===== config.mk =====
export PLATFORM = sky130hd
export DESIGN_NAME = inst_fetch_queue
export DESIGN_NICKNAME = d
export VERILOG_FILES = /design/src/rtl/riscv_fetch_pkg.sv /design/src/rtl/ifq_fifo.sv /design/src/rtl/inst_fetch_queue.sv
export SDC_FILE = /design/constraint.sdc
export NUM_CORES = 1
export LEC_CHECK = 0
export CORE_MARGIN = 5
export CORE_UTILIZATION = 45
export CTS_CLUSTER_DIAMETER = 60
export DETAILED_ROUTE_END_ITERATION = 6
export GPL_TIMING_DRIVEN = 0
export PLACE_DENSITY = 0.76
export SYNTH_ARGS = -nofsm -noshare
export SYNTH_HDL_FRONTEND = slang
export SYNTH_SLANG_ARGS = --single-unit

===== constraint.sdc =====
create_clock -name clk_in -period 2.3 [get_ports clk_in]
set_input_delay 0.345 -clock clk_in [delete_from_list [all_inputs] [get_ports clk_in]]
set_output_delay 0.345 -clock clk_in [all_outputs]
set_load 0.01 [all_outputs]

===== src/rtl/riscv_fetch_pkg.sv =====
// rtl/riscv_fetch_pkg.sv - shared types for the instruction fetch queue
package riscv_fetch_pkg;

  localparam int XLEN = 32;

  // Fetch FSM: DROP waits out a read that was in flight when a flush hit
  typedef enum logic [1:0] {
    IDLE,
    REQ,
    WAIT,
    DROP
  } ifq_state_t;

  typedef struct packed {
    logic [XLEN-1:0] pc;
    logic [XLEN-1:0] inst;
  } ifq_entry_t;

endpackage


===== src/rtl/ifq_fifo.sv =====
// rtl/ifq_fifo.sv - circular buffer of fetched {pc, inst} entries
module ifq_fifo
  import riscv_fetch_pkg::*;
#(
  parameter int DEPTH_LOG = 2
) (
  input  logic               clk_in,
  input  logic               rst_in,
  input  logic               en_in,
  input  logic               clear_in,
  input  logic               push_in,
  input  ifq_entry_t         push_entry_in,
  input  logic               pop_in,
  output logic [DEPTH_LOG:0] count_out,
  output ifq_entry_t         head_out
);

  localparam int DEPTH = 1 << DEPTH_LOG;

  ifq_entry_t             mem_q [DEPTH];
  ifq_entry_t             mem_d [DEPTH];
  logic [DEPTH_LOG-1:0]   rd_ptr_q, rd_ptr_d;
  logic [DEPTH_LOG-1:0]   wr_ptr_q, wr_ptr_d;
  logic [DEPTH_LOG:0]     count_q, count_d;

  // Next-state: clear wins; otherwise push/pop advance their own pointers
  always_comb begin
    mem_d    = mem_q;
    rd_ptr_d = rd_ptr_q;
    wr_ptr_d = wr_ptr_q;
    count_d  = count_q;
    if (en_in) begin
      if (clear_in) begin
        rd_ptr_d = '0;
        wr_ptr_d = '0;
        count_d  = '0;
      end else begin
        if (push_in) begin
          mem_d[wr_ptr_q] = push_entry_in;
          wr_ptr_d        = wr_ptr_q + 1'b1;
        end
        if (pop_in) begin
          rd_ptr_d = rd_ptr_q + 1'b1;
        end
        if (push_in && !pop_in) begin
          count_d = count_q + 1'b1;
        end else if (!push_in && pop_in) begin
          count_d = count_q - 1'b1;
        end
      end
    end
  end

  // Storage is reset too so the head outputs read as zero out of reset
  always_ff @(posedge clk_in or negedge rst_in) begin
    if (!rst_in) begin
      for (int i = 0; i < DEPTH; i++) begin
        mem_q[i] <= '0;
      end
      rd_ptr_q <= '0;
      wr_ptr_q <= '0;
      count_q  <= '0;
    end else begin
      mem_q    <= mem_d;
      rd_ptr_q <= rd_ptr_d;
      wr_ptr_q <= wr_ptr_d;
      count_q  <= count_d;
    end
  end

  assign count_out = count_q;
  assign head_out  = mem_q[rd_ptr_q];

endmodule


===== src/rtl/inst_fetch_queue.sv =====
// rtl/inst_fetch_queue.sv - prefetch FSM and FIFO front-end for the Controller (option: IFQ_BYPASS_EN)
module inst_fetch_queue
  import riscv_fetch_pkg::*;
#(
  parameter int DEPTH_LOG = 2
) (
  input  logic            clk_in,
  input  logic            rst_in,
  input  logic            rdy_in,
  input  logic            flush_pipline,
  input  logic [XLEN-1:0] prefetch_PC,
  input  logic            is_prefetching,
  output logic            prefetch_ready,
  output logic            mem_req_valid,
  output logic [XLEN-1:0] mem_req_addr,
  input  logic            mem_req_ready,
  input  logic            mem_resp_valid,
  input  logic [XLEN-1:0] mem_resp_data,
  output logic            inst_valid,
  output logic [XLEN-1:0] inst_PC,
  output logic [XLEN-1:0] inst_data,
  input  logic            is_issuing
);

  localparam logic [DEPTH_LOG:0] DEPTH_V = (DEPTH_LOG + 1)'(1) << DEPTH_LOG;

  ifq_state_t         state_q, state_d;
  logic [XLEN-1:0]    addr_q, addr_d;
  logic [DEPTH_LOG:0] fifo_count;
  logic [DEPTH_LOG:0] occupancy;
  ifq_entry_t         fifo_head;
  ifq_entry_t         push_entry;
  logic               in_flight;
  logic               fifo_valid;
  logic               accept;
  logic               push;
  logic               pop;
  logic               bypass_hit;

  // The outstanding read reserves a slot so a returning word always fits
  assign in_flight      = (state_q == REQ) || (state_q == WAIT);
  assign occupancy      = fifo_count + (DEPTH_LOG + 1)'(in_flight);
  assign prefetch_ready = rdy_in && (state_q == IDLE) && (occupancy < DEPTH_V) && !flush_pipline;
  assign accept         = prefetch_ready && is_prefetching;
  assign fifo_valid     = (fifo_count != '0);

`ifdef IFQ_BYPASS_EN
  assign bypass_hit = rdy_in && !flush_pipline && (state_q == WAIT) && mem_resp_valid && !fifo_valid;
`else
  assign bypass_hit = 1'b0;
`endif

  // A bypassed word taken by the Controller in the same cycle is never stored
  assign push = rdy_in && !flush_pipline && (state_q == WAIT) && mem_resp_valid
                && !(bypass_hit && is_issuing);
  assign pop  = rdy_in && !flush_pipline && fifo_valid && is_issuing;

  assign push_entry.pc   = addr_q;
  assign push_entry.inst = mem_resp_data;

  // Next-state: flush first; a read caught by a flush is drained in DROP,
  // unless its response lands in the flush cycle itself, which retires it
  always_comb begin
    state_d = state_q;
    addr_d  = addr_q;
    if (rdy_in) begin
      if (flush_pipline) begin
        case (state_q)
          WAIT, DROP: state_d = mem_resp_valid ? IDLE : DROP;
          default:    state_d = IDLE;
        endcase
      end else begin
        case (state_q)
          IDLE: begin
            if (accept) begin
              state_d = REQ;
              addr_d  = prefetch_PC;
            end
          end
          REQ:  if (mem_req_ready)  state_d = WAIT;
          WAIT: if (mem_resp_valid) state_d = IDLE;
          DROP: if (mem_resp_valid) state_d = IDLE;
        endcase
      end
    end
  end

  // FSM state and the held request address
  always_ff @(posedge clk_in or negedge rst_in) begin
    if (!rst_in) begin
      state_q <= IDLE;
      addr_q  <= '0;
    end else begin
      state_q <= state_d;
      addr_q  <= addr_d;
    end
  end

  assign mem_req_valid = (state_q == REQ);
  assign mem_req_addr  = addr_q;

  assign inst_valid = fifo_valid || bypass_hit;
  assign inst_PC    = bypass_hit ? addr_q : fifo_head.pc;
  assign inst_data  = bypass_hit ? mem_resp_data : fifo_head.inst;

  ifq_fifo #(
    .DEPTH_LOG(DEPTH_LOG)
  ) u_fifo (
    .clk_in       (clk_in),
    .rst_in       (rst_in),
    .en_in        (rdy_in),
    .clear_in     (flush_pipline),
    .push_in      (push),
    .push_entry_in(push_entry),
    .pop_in       (pop),
    .count_out    (fifo_count),
    .head_out     (fifo_head)
  );

endmodule

# Word-level counts from Yosys, hierarchy flattened
# Index checks and enable logic that the tools add are counted.
totals:
  output_inout_bits: 99
  regBits: 297
classes:
  n_bitwise: 3
  n_mux: 20
  n_reduce_logical: 28
  magnitude_cmp: 4
  n_eq_ne: 6
  n_addsub: 5
op_table:
  columns: ["operator", "count"]
  rows:
  - ["bitwise mux 256 bit", 1]
  - ["two-way mux 64 bit", 3]
  - ["binary-select mux 64 bit (select 2 bit)", 1]
  - ["demux 64 bit (select 2 bit)", 1]
  - ["two-way mux 2 bit", 10]
  - ["logical AND 1 bit", 12]
  - ["two-way mux 3 bit", 3]
  - ["AND reduction 4 bit", 2]
  - [">= comparator 3 bit, second input constant", 2]
  - ["inverter 2 -> 3 bit", 2]
  - ["one-hot mux 2 bit (3 select lines)", 1]
  - ["AND reduction 2 bit", 3]
  - ["nonzero test 3 bit", 2]
  - ["adder 2 x 1 -> 2 bit, second input constant", 2]
  - ["equality test 2 bit, second input constant", 2]
  - ["nonzero test 2 bit", 2]
  - ["adder 3 x 1 -> 3 bit", 1]
  - ["adder 3 x 1 -> 3 bit, second input constant", 1]
  - ["zero test 1 bit", 3]
  - ["less-than comparator 3 x 1 -> 1 bit, second input constant", 1]
  - ["less-than comparator 3 bit, second input constant", 1]
  - ["!= test 3 x 1 -> 1 bit, second input constant", 1]
  - ["!= test 3 x 2 -> 1 bit, second input constant", 1]
  - ["!= test 3 bit, second input constant", 1]
  - ["7 further kinds", 7]

# Longest topological paths before layout
# Gate-level depths: netlist of run 1.
depth:
  ltp_word: 10
  depth_mapped: 8
  depth_no_buf: 8

# By module
# From an unflattened synthesis of run 1, not the netlist that was laid out.
hier_totals:
  hier_cells: 769
  hier_area_um2: 13256.5
modules_own_cells:
  columns: ["module", "cells_per_inst", "n_inst", "seq_area_each_um2", "area_each_um2"]
  rows:
  - ["ifq_fifo", 669, 1, 6581.3, 11653.7]
  - ["inst_fetch_queue", 100, 1, 850.8, 1602.8]

# Worst setup path after synthesis of run 1
# No wires, ideal clock.
synth_path:
  kind: "register to register"
  from: "reg state_q[1]"
  to: "reg addr_q[0], in the netlist mem_req_addr[0]"
  arrival_ns: 1.886
  setup_slack_ns: 0.289
  required_ns: 2.175
  path_stages_with_launch: 8
  period_less_slack_ns: 2.011
  path_cell_list: "dfrtp_1 -> inv_1 -> ha_1 -> and4_1 -> or2_2 -> nand4_1 -> buf_4 -> mux2_2"
synth_via:
  elab_chain_cells: 8
  elab_cells_between_ends: 11
  cone_classes: "add/sub: 1; order compare: 1; eq/ne: 2; reduce/logical: 7"
synth_rtl:
  columns: ["item", "line", "source"]
  rows:
  - ["start: declaration", "inst_fetch_queue.sv:27", "ifq_state_t state_q, state_d;"]
  - ["start signal: assignment", "inst_fetch_queue.sv:94", "state_q <= state_d;"]
  - ["equality test 2 x 1 -> 1 bit / equality test 2 bit (equally long branches)", "inst_fetch_queue.sv:41", "assign in_flight = (state_q == REQ) || (state_q == WAIT);"]
  - ["logical OR 1 bit", "inst_fetch_queue.sv:41", null]
  - ["adder 3 x 1 -> 3 bit", "inst_fetch_queue.sv:42", "assign occupancy = fifo_count + (DEPTH_LOG + 1)'(in_flight);"]
  - ["less-than comparator 3 bit", "inst_fetch_queue.sv:43", "assign prefetch_ready = rdy_in && (state_q == IDLE) && (occupancy < DEPTH_V) && !flush_pipline;"]
  - ["logical AND 1 bit (2 in a row)", "inst_fetch_queue.sv:43", null]
  - ["logical AND 1 bit", "inst_fetch_queue.sv:44", "assign accept = prefetch_ready && is_prefetching;"]
  - ["AND reduction 4 bit (no source line) *", null, null]
  - ["end signal: assignment", "inst_fetch_queue.sv:95", "addr_q <= addr_d;"]
  - ["end: declaration", "inst_fetch_queue.sv:28", "logic [XLEN-1:0] addr_q, addr_d;"]
# Every way passes the cells marked *; elsewhere a longest branch is shown, timed or not.
# A chain may end at the register's enable or synchronous reset.

# Worst setup path in the final report of run 1
layout_path:
  from: "reg u_fifo.rd_ptr_q[0]"
  to: "out inst_data[29]"
layout_via:
  elab_chain_cells: 4
layout_rtl:
  columns: ["item", "line", "source"]
  rows:
  - ["start: declaration", "ifq_fifo.sv:22", "logic [DEPTH_LOG-1:0] rd_ptr_q, rd_ptr_d;"]
  - ["start signal: assignment", "ifq_fifo.sv:65", "rd_ptr_q <= rd_ptr_d;"]
  - ["inverter 2 -> 3 bit (implied by the code)", "ifq_fifo.sv:72", "assign head_out = mem_q[rd_ptr_q];"]
  - ["binary-select mux 64 bit (select 2 bit)", "ifq_fifo.sv:72", null]
  - ["two-way mux 64 bit (implied by the code) (2 in a row)", "ifq_fifo.sv:72", null]
  - ["end: declaration", "inst_fetch_queue.sv:21", "output logic [XLEN-1:0] inst_data,"]
# No other way between the ends. The select of a mux whose other input is x is not followed.

==> flow_summary.yaml, run 1 <==
outcome:
  status: "finished with violations"
  violations: "negative setup slack"
route:
  drtPass1Iterations: 5
  drt_iter0_markers: 347
  viasPerCell: 5.26
  wl_mm: 30.3
  num_vias: 7516
  drc: 0
  ant_nets: 0
  wl_per_cell_um: 21.2
logic_synthesis:
  ys.warnings.count: 0
  synth.top_cell.area_share: 0.523
  ys_top_cells_by_area: "dfrtp_1 (52%), mux2_4 (25%), mux4_2 (10%)"
  ys.flop_type: "dfrtp_1"
  netlist_instances: 772
  syn_area_mm2: 0.0142
  synth_top_area_cell: "dfrtp_1"
  yosysMostFrequentCell: "dfrtp_1"
  synth_edf_count: 0
  async_flop_share: 1.00
  netlist_top_cells_count: "dfrtp_1 (297), mux2_4 (240), mux4_2 (64), mux2_2 (48), buf_12 (25)"
  avgSynthCellArea_um2: 18.4
  synth_cell_types: 42
  synth-seq-cells: 297
  syn_nets: 854
  yosysSeqAreaShare: 0.523
timing:
  tns_ns: -1.10
  period_minus_slack_ns: 2.42
  relSlewSlack: 0.569
  final.period_utilization: 1.05
  worst_slew_pin_slew_ns: 0.647
  setup_violations: 22
  rsz0062_at_grt: "true"
  fmax_mhz: 414
  finalMaxSlewViolations: 0
  hold_viol: 0
  fin_ws_ns: -0.117
  finalClockSkew_ns: 0.0194
hold_path:
  min_path_type: "primary input to flip-flop"
  hp-start: "rdy_in"
clocking:
  clk_pin_slew_worst_paths_ns: 0.06
  htreeDepth: 2
  numCtsBuffers: 36
  clock-sinks: 297
  clock_latency_ns: 0.51
  root_buffer: "clkbuf_16"
  cts_tree: "built"
  cts_buffer_depth: 3
floorplan:
  die_area_mm2: 0.0352
  initial_core_util: 0.453
  die_h_um: 188
  core-area_mm2: 0.0314
  num_rows: 65
  die_w_um: 188
  ios: 171
power:
  powerDensity_mw_per_mm2: 1190
  vdd_drop_max_uv: 795
  power_leakage_uw: 0.00908
critical_path:
  crit_top_cell: "buf_12"
  worstSetupPathType: "flip-flop to output port"
  worst_setup_path_start_kind: "flip-flop"
  crit_arrival_ns: 2.07
  crit_path_end_kind: "output port"
  crit_required_ns: 1.96
  path_cells: "buf_12 -> buf_12 -> buf_12 -> buf_12 -> mux4_2 -> buf_6"
  slowest_stage: "mux4_2"
  cp_max_fo: 6
  worst_r2r_startpoint: "state_q[0]"
  critPathMaxStageDelay_ns: 0.45
  crit_path_start: "u_fifo.rd_ptr_q[0]"
placed_design:
  gp_congestion: 0.776
  io_buffers: 168
  dp_hpwl_mm: 19.2
  placed_area_mm2: 0.0165
cells_and_area:
  n_antenna_cell: 0
  num-fill-cells: 2373
  fin_area_mm2: 0.0181
  fin_nets: 1083
  area_growth_pct: 27.0
  final_layout_size_suffix_gt1_frac: 0.536
grt:
  grt_max_degree: 124
  grt.total_usage: 0.173
  grt_pass1_wl_mm: 48.9
  antenna_found_initial: 1
  grt_pass1_vias: 8380
  overflow: 0
flow_run:
  cap_violations: 0
## critical path: cells and delay by family, from the launching register on
| family | cells | cell delay [ns] |
|---|---|---|
| flip-flops | 1 | 0.44 |
| multiplexers | 1 | 0.45 |
| buffers and inverters | 5 | 0.67 |
## final timing paths
| path | to | slack, ns | depth (start not counted) |
|---|---|---|---|
| max | inst_data[29] | -0.12 | 6 |
| min | u_fifo.wr_ptr_q[1] | 0.09 | 2 |
| max reg2reg | u_fifo.count_out[2] | 0.15 | 9 |
| min reg2reg | u_fifo.mem_q[45] | 0.50 | 1 |
| max in group asynchronous | u_fifo.mem_q[186] | 0.90 | 3 |
| min in group asynchronous | mem_req_addr[2] | 0.38 | 2 |
## flip-flops by register name (all words and copies together), names as in the netlist
name,count
u_fifo.mem_q,256
mem_req_addr,32
u_fifo.count_out,3
state_q,2
u_fifo.rd_ptr_q,2
u_fifo.wr_ptr_q,2
## power by group
| part | total (µW) | internal (µW) | switching, µW |
|---|---|---|---|
| clock | 5750 | 3540 | 2210 |
| combinational | 7690 | 5030 | 2660 |
| sequential | 7990 | 6760 | 1230 |
## kinds of logic (layout without fill, tap and decap cells)
logic type | count (synthesis) | in the layout | synth area share
AO/OA/AOI/OAI | 28 | 28 | 0.0133
XOR/XNOR | 1 | 1 | 0.000616
adder cells (fa/ha/maj) | 10 | 10 | 0.00933
buffers and inverters | 54 | 309 | 0.0450
flip-flops | 297 | 297 | 0.523
multiplexers | 352 | 352 | 0.393
AND/OR/NAND/NOR | 30 | 30 | 0.0162
## cell usage in the layout, fill, tap and decap left out, types with 2 or more instances in the layout
cell             instances
and3_4                   2
ha_1                     8
inv_1                    7
nand2b_1                 2
buf_2                    5
mux2_4                 240
nand3_1                  4
buf_6                   33
a21o_1                   3
buf_12                  36
bufinv_16                3
nor2_1                   2
dfrtp_1                296
clkbuf_8                 9
clkinv_2                 4
clkbuf_16               39
mux2_2                  48
buf_4                   14
nand2_1                  7
o21ai_0                  9
buf_8                    2
mux4_2                  64
a21oi_1                  4
dlymetal6s2s_1           5
nand2_8                  4
inv_6                    6
inv_2                    2
clkbuf_2                29
clkbuf_1                 7
clkdlybuf4s50_1        101
buf_16                   5
o211ai_1                 2
nor3_1                   3
## stage by stage
| step | hold slack [ns] | total power (µW) | setup slack [ns] | instances | util |
|---|---|---|---|---|---|
| floorplan | 0.0494 | 12100 | 0.289 | 772 | - |
| global placement | 0.482 | 15100 | -11.87 | 1342 | 0.522 |
| detailed placement | 0.341 | 15200 | -0.778 | 1344 | 0.524 |
| CTS | 0.0608 | 21500 | -0.209 | 1424 | 0.574 |
| global route | 0.0786 | 22600 | -0.172 | 1429 | 0.575 |
| finish | 0.0925 | 21400 | -0.117 | 1429 | 0.575 |
## routing by layer
metal,vias up,track usage,share of wire
li1,3340,-,-
met3,44,0.0369,0.046
met5,-,0,0.00043
met1,3976,0.249,0.47
met2,154,0.272,0.47
met4,2,0.0390,0.019
## repair_timing
item                                    in CTS  in global routing
hold buffers                                 1                  0
setup buffers                               14                  6
hold endpoints to repair                    62                  0
cloned                                       3                  0
endpoints found under the setup margin      95                 94
gates resized for setup                    232                 86
pin swaps                                    0                  1
## cell type report
type                    count  area (µm²)  share of cell area
repair buffers            193        1950               0.108
clock buffers              51        1050              0.0581
inverters                   9        33.8             0.00187
multi-input cells         421        6160               0.341
well taps                 402         503              0.0279
clock inverters            13         163             0.00901
flip-flops and latches    297        7430               0.412
plain buffers              43         757              0.0419
(Power assumes the default switching activity.)
==> run 2, diff against run 1 <==
Settings changed: PLACE_DENSITY 0.76 to 0.78.
Clock period 2.3 ns to 2 ns, I/O delays scaled along.
==> flow_summary.yaml, run 2 (synthesis results as in run 1) <==
grt:
  antenna_found_initial: 0
  overflow: 0
  grt.total_usage: 0.176
  grt_pass1_wl_mm: 50.0
  grt_pass1_vias: 8605
  grt_max_degree: 112
critical_path:
  slowest_stage: "mux4_2"
  crit_buf_inv: 4
  crit_arrival_ns: 2.01
  crit_path_end_kind: "output port"
  crit_required_ns: 1.70
  worst_setup_path_start_kind: "flip-flop"
  path_cells: "buf_12 -> buf_12 -> buf_12 -> mux4_2 -> buf_6"
  critPathMaxStageDelay_ns: 0.52
  rr_worst_depth: 9
  worstSetupPathType: "flip-flop to output port"
  r2r-end: "mem_req_addr[26]"
  reg2reg_slack_ns: -0.12
  cp_top_family: "buffers and inverters"
  cp_max_fo: 5
  crit_top_cell: "buf_12"
  worst_r2r_startpoint: "state_q[1]"
power:
  pwr-share-clk: 0.264
  powerDensity_mw_per_mm2: 1350
  swShare: 0.287
  vdd_drop_max_uv: 858
  intPower_uw: 18100
  power_leakage_uw: 0.00954
  switchingPower_uw: 7300
  p_comb_frac: 0.371
  pwr-share-seq: 0.365
floorplan:
  core-area_mm2: 0.0314
  die_h_um: 188
  ios: 171
  num_rows: 65
  die_area_mm2: 0.0352
  die_w_um: 188
  initial_core_util: 0.453
hold_path:
  min_path_type: "primary input to flip-flop"
  holdPathStages: 2
  hp-start: "rdy_in"
  holdPathEnd: "u_fifo.wr_ptr_q[1]"
route:
  ant_nets: 0
  drc: 0
  wl_per_cell_um: 22.6
  drtPass1Iterations: 4
  num_vias: 7887
  viasPerCell: 5.39
  drt_iter0_markers: 388
  wl_mm: 33.1
cells_and_area:
  fin_util: 0.602
  n_antenna_cell: 0
  fin_nets: 1118
  largest-register: "u_fifo.mem_q"
  mostFrequentLayoutCells: "dfrtp_1 (294), mux2_4 (271), clkdlybuf4s50_1 (101)"
  final_layout_size_suffix_gt1_frac: 0.570
  num-fill-cells: 2273
  final_common_cell: "dfrtp_1"
  area_growth_pct: 32.9
  largest_reg_flops: 256
clocking:
  clock_latency_ns: 0.51
  root_buffer: "clkbuf_16"
  clk_pin_slew_worst_paths_ns: 0.05
  cts_tree: "built"
  numCtsBuffers: 35
  htreeDepth: 2
  clock-sinks: 297
  cts_buffer_depth: 3
timing:
  rsz0062_at_grt: "true"
  worst_slew_pin_slew_ns: 0.687
  fmax_mhz: 433
  fin_ws_ns: -0.311
  tns_ns: -20.07
  finalClockSkew_ns: 0.0195
  relSlewSlack: 0.542
  holdWs_ns: 0.0398
  period_minus_slack_ns: 2.31
  final.period_utilization: 1.16
  setup_violations: 215
  hold_viol: 0
  finalMaxSlewViolations: 0
outcome:
  violations: "negative setup slack"
  status: "finished with violations"
placed_design:
  gp_congestion: 0.777
  io_buffers: 168
  dp_hpwl_mm: 19.2
flow_run:
  cap_violations: 0
[run 2: changes by cell type in the layout (fill, tap and decap cells not counted), sizes merged]
cell,change
buf,+52
bufinv,+1
clkbuf,-22
clkdlybuf4s15,-1
clkinv,+6
dlymetal6s2s,-5
inv,-2
nand2,+6
[run 2: what timing repair did]
item,in CTS,in global routing
setup endpoints to repair,102,339
setup buffers,21,20
cloned,8,18
pin swaps,5,10
gates resized for setup,408,33
hold buffers,1,0
endpoints found under the hold margin,86,0
[run 2: routing by layer]
layer  up-vias  GRT usage  wire length, µm
li1       3427          -                -
met1      4221      0.253            15400
met2       190      0.274            15500
met3        49     0.0423             1700
met4         0     0.0375              518
met5         -          0                0
[run 2: layout make-up]
cell class	instances	area, µm²	share of cell area
Inverter	9	33.8	0.00179
Multi-Input combinational cell	427	6410	0.339
Clock buffer	45	1010	0.0537
Clock inverter	18	220	0.0117
Buffer	42	763	0.0404
Tap cell	402	503	0.0266
Sequential cell	297	7440	0.394
Timing Repair Buffer	224	2510	0.133
[run 2: worst max path at each step]
stage | start | endpoint | slack (ns) | depth (start not counted)
2_1_floorplan | state_q[1] | mem_req_addr[0] | -0.01 | 7
3_3_place_gp | rst_in | u_fifo.mem_q[199] | -12.05 | 1
3_5_place_dp | u_fifo.rd_ptr_q[0] | inst_data[10] | -0.97 | 5
4_1_cts | u_fifo.rd_ptr_q[0] | inst_data[18] | -0.38 | 5
5_1_grt | u_fifo.rd_ptr_q[0] | inst_data[18] | -0.37 | 5
6_report | u_fifo.rd_ptr_q[0] | inst_data[18] | -0.31 | 5
[run 2: metrics by stage]
step                total power [µW]  std cells  area, µm²  setup slack (ns)
floorplan                      13900        772      14200           -0.0109
global placement               17300       1342      16400            -12.05
detailed placement             17500       1344      16500            -0.966
CTS                            25400       1434      18400            -0.376
global route                   26600       1464      18900            -0.367
finish                         25400       1464      18900            -0.311
[run 2: power by group through the flow]
| stage | sequential [µW] | combinational [µW] | clock, µW |
|---|---|---|---|
| after global placement | 9180 | 8150 | 0 |
| final | 9270 | 9440 | 6720 |
| after floorplan | 8910 | 5000 | 0 |
| after detailed placement | 9230 | 8280 | 0 |
| after CTS | 9230 | 9320 | 6860 |
| after global routing | 9500 | 10000 | 7130 |
